**src/rtl/sr_cmd_debouncer.sv**
```systemverilog
`default_nettype none
// ============================================================================
// Module   : sr_cmd_debouncer
// Purpose  : Debounces raw set/clear buttons into one-cycle SR command pulses.
// Revision : 1.0
// ============================================================================
module sr_cmd_debouncer #(
  parameter int DEBOUNCE_CYCLES = 4,
  parameter int CNT_W           = 8
) (
  input  logic             clk,
  input  logic             rst,
  input  logic             set_btn_i,
  input  logic             clr_btn_i,
  output logic             s_o,
  output logic             r_o,
  output logic             conflict_o,
  output logic [CNT_W-1:0] event_cnt_o
);

  typedef enum logic [1:0] {
    IDLE    = 2'd0,
    CONF_HI = 2'd1,
    HIGH    = 2'd2,
    CONF_LO = 2'd3
  } state_t;

  localparam logic [7:0] C_DEB = 8'(DEBOUNCE_CYCLES);
  localparam logic [CNT_W-1:0] C_ONE = {{(CNT_W-1){1'b0}}, 1'b1};

  logic [1:0] raw;
  logic [1:0] rise;

  assign raw = {clr_btn_i, set_btn_i};

  // Channel 0 is set, channel 1 is clear.
  generate
    for (genvar g = 0; g < 2; g++) begin : g_ch
      logic       sync1_q;
      logic       sync2_q;
      state_t     state_q;
      state_t     state_d;
      logic [7:0] cnt_q;
      logic [7:0] cnt_d;
      logic [7:0] cnt_inc;
      logic       rise_d;

      assign cnt_inc = cnt_q + 8'd1;

      // The sample that takes the count to DEBOUNCE_CYCLES is the one that
      // accepts the edge, so acceptance happens on that same clock.
      always_comb begin
        state_d = state_q;
        cnt_d   = cnt_q;
        rise_d  = 1'b0;
        case (state_q)
          IDLE: begin
            if (sync2_q) begin
              state_d = CONF_HI;
              cnt_d   = 8'd1;
            end
          end
          CONF_HI: begin
            if (!sync2_q) begin
              state_d = IDLE;
              cnt_d   = 8'd0;
            end else if (cnt_inc >= C_DEB) begin
              state_d = HIGH;
              cnt_d   = 8'd0;
              rise_d  = 1'b1;
            end else begin
              cnt_d = cnt_inc;
            end
          end
          HIGH: begin
            if (!sync2_q) begin
              state_d = CONF_LO;
              cnt_d   = 8'd1;
            end
          end
          CONF_LO: begin
            if (sync2_q) begin
              state_d = HIGH;
              cnt_d   = 8'd0;
            end else if (cnt_inc >= C_DEB) begin
              state_d = IDLE;
              cnt_d   = 8'd0;
            end else begin
              cnt_d = cnt_inc;
            end
          end
          default: begin
            state_d = IDLE;
            cnt_d   = 8'd0;
          end
        endcase
      end

      always_ff @(posedge clk or posedge rst) begin
        if (rst) begin
          sync1_q <= 1'b0;
          sync2_q <= 1'b0;
          state_q <= IDLE;
          cnt_q   <= 8'd0;
        end else begin
          sync1_q <= raw[g];
          sync2_q <= sync1_q;
          state_q <= state_d;
          cnt_q   <= cnt_d;
        end
      end

      assign rise[g] = rise_d;
    end
  endgenerate

  logic             s_q;
  logic             s_d;
  logic             r_q;
  logic             r_d;
  logic             conflict_q;
  logic             conflict_d;
  logic [CNT_W-1:0] event_cnt_q;
  logic [CNT_W-1:0] event_cnt_d;

  // Clear has priority when both channels accept on the same edge.
  always_comb begin
    s_d         = rise[0] & ~rise[1];
    r_d         = rise[1];
    conflict_d  = rise[0] & rise[1];
    event_cnt_d = event_cnt_q;
    if (rise[0] | rise[1]) begin
      event_cnt_d = event_cnt_q + C_ONE;
    end
  end

  always_ff @(posedge clk or posedge rst) begin
    if (rst) begin
      s_q         <= 1'b0;
      r_q         <= 1'b0;
      conflict_q  <= 1'b0;
      event_cnt_q <= '0;
    end else begin
      s_q         <= s_d;
      r_q         <= r_d;
      conflict_q  <= conflict_d;
      event_cnt_q <= event_cnt_d;
    end
  end

  assign s_o         = s_q;
  assign r_o         = r_q;
  assign conflict_o  = conflict_q;
  assign event_cnt_o = event_cnt_q;

endmodule
`default_nettype wire

```
**config.mk**
```make
export PLATFORM = sky130hd
export DESIGN_NAME = sr_cmd_debouncer
export DESIGN_NICKNAME = d
export VERILOG_FILES = /design/src/rtl/sr_cmd_debouncer.sv
export SDC_FILE = /design/constraint.sdc
export NUM_CORES = 1
export LEC_CHECK = 0
export CAP_MARGIN = 20
export CORE_MARGIN = 3
export CORE_UTILIZATION = 29
export CTS_BUF_LIST = sky130_fd_sc_hd__clkbuf_8
export DETAILED_ROUTE_END_ITERATION = 10
export MAX_ROUTING_LAYER = met4
export PLACE_DENSITY = 0.5
export RECOVER_POWER = 25
export SLEW_MARGIN = 5
export SYNTH_ARGS = -nofsm -noshare
export SYNTH_HDL_FRONTEND = slang
export SYNTH_SLANG_ARGS = --single-unit
```
**constraint.sdc**
```tcl
create_clock -name clk -period 3.5 [get_ports clk]
set_clock_uncertainty 0.1 [all_clocks]
set_input_delay 0.525 -clock clk [delete_from_list [all_inputs] [get_ports clk]]
set_output_delay 0.525 -clock clk [all_outputs]
set_load 0.02 [all_outputs]
```
==> flow_summary.ini <==
[worst_setup_path]
crit_family = buffers and inverters
crit_arrival_ns = 2.42
critPathCaptureType = async pin
r2r_cells = 7
path_cells = dlygate4sd3_1 -> inv_1 -> clkbuf_1
crit_cells = 3
critPathMaxFanout = 35
worstSetupPathType = input pin to async pin
required_ns = 3.44
slowest_stage = clkbuf_1
critPathLaunchType = input pin
cpPeakStageDelay_ns = 1.30
worst-path-buf-inv = 3

[yosys]
yosysUniqueCellTypes = 28
ys_ff_latch = 35
async_flop_share_pct = 100
yosysTopAreaCell = dfrtp_1
synthCells = 126
yosysWarningCount = 0
synth.net_count = 133
ys_seq_area_share_pct = 58.2
synth_ff_type = dfrtp_1
avgSynthCellArea_um2 = 11.9
netlist_area_um2 = 1500
yosysTopAreaCellShare_pct = 58.2
synth_edf_count = 0
synth_area_leaders = dfrtp_1, and2_1, xor2_1

[status]
status = complete, but fails checks
violations = max-capacitance violations, max-slew violations

[pwr]
p_int_uw = 737
vdd_drop_max_mv = 0.450
p_switching_uw = 333
powerDensity_nw_per_um2 = 589
seqPwrFrac_pct = 50.6
comb_power_share_pct = 22.7
clkPwrFrac_pct = 26.7
switching_share_pct = 31.1
p_leak_uw = 0.000852

[floorplanning]
die_x_um = 78.0
rows = 25
initial_core_util_pct = 30.8
core_area_um2 = 4880
die_y_um = 78.0
die_area_um2 = 6090
ios = 15

[layout]
final_common_cell = dfrtp_1
stdcell_count = 214
final_cell_mix = dfrtp_1, and2_1, clkdlybuf4s50_1, nand2_1
area_growth_pct = 20.7
fin_nets = 154
drive_gt1_share_pct = 12.2
antenna_cells = 0

[clocking]
insertion_delay_ns = 0.28
cts_resized = 0
hold_buffers = 0
tritoncts = built
clkSlewWorstSetupHoldPaths_ns = 0.06
cts_sinks = 35
ctsRootBufferMaster = clkbuf_8
cts.htree.levels = 2
cts.path.max_buffers = 2
postCtsSetupRepairBufs = 0
cts_made_buffers = 5

[drt]
drt_iter0_drc = 23
drt_wl_total_um = 2550
drc = 0
drt-pass1-iter-count = 4
viasPerCell = 4.46
vias = 954
ant_nets = 0
post_drt_wl_per_cell_um = 11.9

[global_routing]
grt_pass1_wl_um = 4410
grt_start_max_net_pins = 36
overflow = 0
antenna_found_initial = 0
grt_pass1_vias = 918
grt_usage_pct = 9.59

[sta]
fin_crit_ns = 2.48
fmax_mhz = 403
finalCritPeriodShare_pct = 70.9
drv_slew = 36
rsz0062_at_grt = false
max_slew_margin_pct = -21.5
fin_ws_ns = 1.02
tightest_slew_ns = 1.82
finalSetupTns_ns = 0
finalSetupViolations = 0
finalHoldViolations = 0

[place]
hpwlAfterDp_um = 1790
port-buffer-count = 14
dp_slack_ns = 1.30
place_congestion = 0.770
dp.cells = 207

[min_path]
holdPathStages = 0
hold_path_class = flop to flop

[run]
drv_cap = 1
==> power by group through the flow <==
stage	registers (uW)	logic, uW	clock network, uW
global placement	546	241	0
global route	552	274	319
finish	541	242	286
floorplan	543	169	0
CTS	540	247	299
detailed placement	547	246	0
==> layout make-up <==
cell class                      instances  area [um^2]
Sequential cell                        35          876
Fill cell                             492         3060
Clock buffer                            6         82.6
Multi-Input combinational cell         86          609
Inverter                                4         15.0
Tap cell                               67         83.8
Clock inverter                          1         5.00
Timing Repair Buffer                   15          144
==> synthesized netlist by cell type, drive strengths merged (3+ instances only) <==
cell and instances:
ha 3, nor2 7, mux2 3, inv 4, and2 13, a21oi 8, nand2 10, o21a 3
o21ai 4, nand3 5, xor2 8, nand4 4, dfrtp 35
==> flip-flops by register name, indices dropped and copies added, names as in the netlist, named ones only <==
register,flops
g_ch.cnt_q,16
g_ch.sync1_q,2
conflict_o,1
g_ch.sync2_q,2
s_o,1
r_o,1
event_cnt_o,8
g_ch.state_q,2
==> worst paths after layout <==
path / start / endpoint / slack, ns
worst min register to register: g_ch[1].sync1_q$_DFF_PP0_ / g_ch[1].sync2_q$_DFF_PP0_ / 0.25
max in group clk: g_ch[1].cnt_q[0]$_DFFE_PP0P_ / event_cnt_o[1]$_DFFE_PP0P_ / 1.30
worst min-delay path: g_ch[1].sync1_q$_DFF_PP0_ / g_ch[1].sync2_q$_DFF_PP0_ / 0.25
worst max-delay path: rst / g_ch[0].cnt_q[2]$_DFFE_PP0P_ / 1.02
min in group asynchronous: rst / event_cnt_o[5]$_DFFE_PP0P_ / 1.23
worst max register to register: g_ch[1].cnt_q[0]$_DFFE_PP0P_ / event_cnt_o[1]$_DFFE_PP0P_ / 1.30
==> stage by stage <==
step | power (uW) | area, um^2 | util, % | hold slack, ns
floorplan | 713 | 1500 | - | 0.231
global placement | 787 | 1730 | 35.5 | 0.238
detailed placement | 794 | 1730 | 35.5 | 0.242
CTS | 1090 | 1820 | 37.3 | 0.257
global route | 1140 | 1820 | 37.2 | 0.269
finish | 1070 | 1820 | 37.2 | 0.253
==> cells by family (layout without fill, tap and decap cells) <==
logic type | after synthesis | in the layout | share of synthesized area, %
AOI/OAI and AO/OA | 22 | 22 | 10.6
xor gates and xnor gates | 10 | 10 | 5.82
adders and majority gates | 3 | 3 | 2.50
buffers and inverters | 5 | 26 | 1.25
DFF | 35 | 35 | 58.2
muxes | 3 | 3 | 2.25
and+or+nand+nor | 48 | 48 | 19.3
==> per-layer routing <==
metal | part of all wire, % | routed length, um | global-route usage (%)
met1 | 48 | 1230 | 12.3
met2 | 46 | 1170 | 13.7
met3 | 3.8 | 98 | 3.44
met4 | 1.5 | 39 | 4.20
met5 | 0 | 0 | -
No activity file was read; power rests on OpenSTA's default activity.
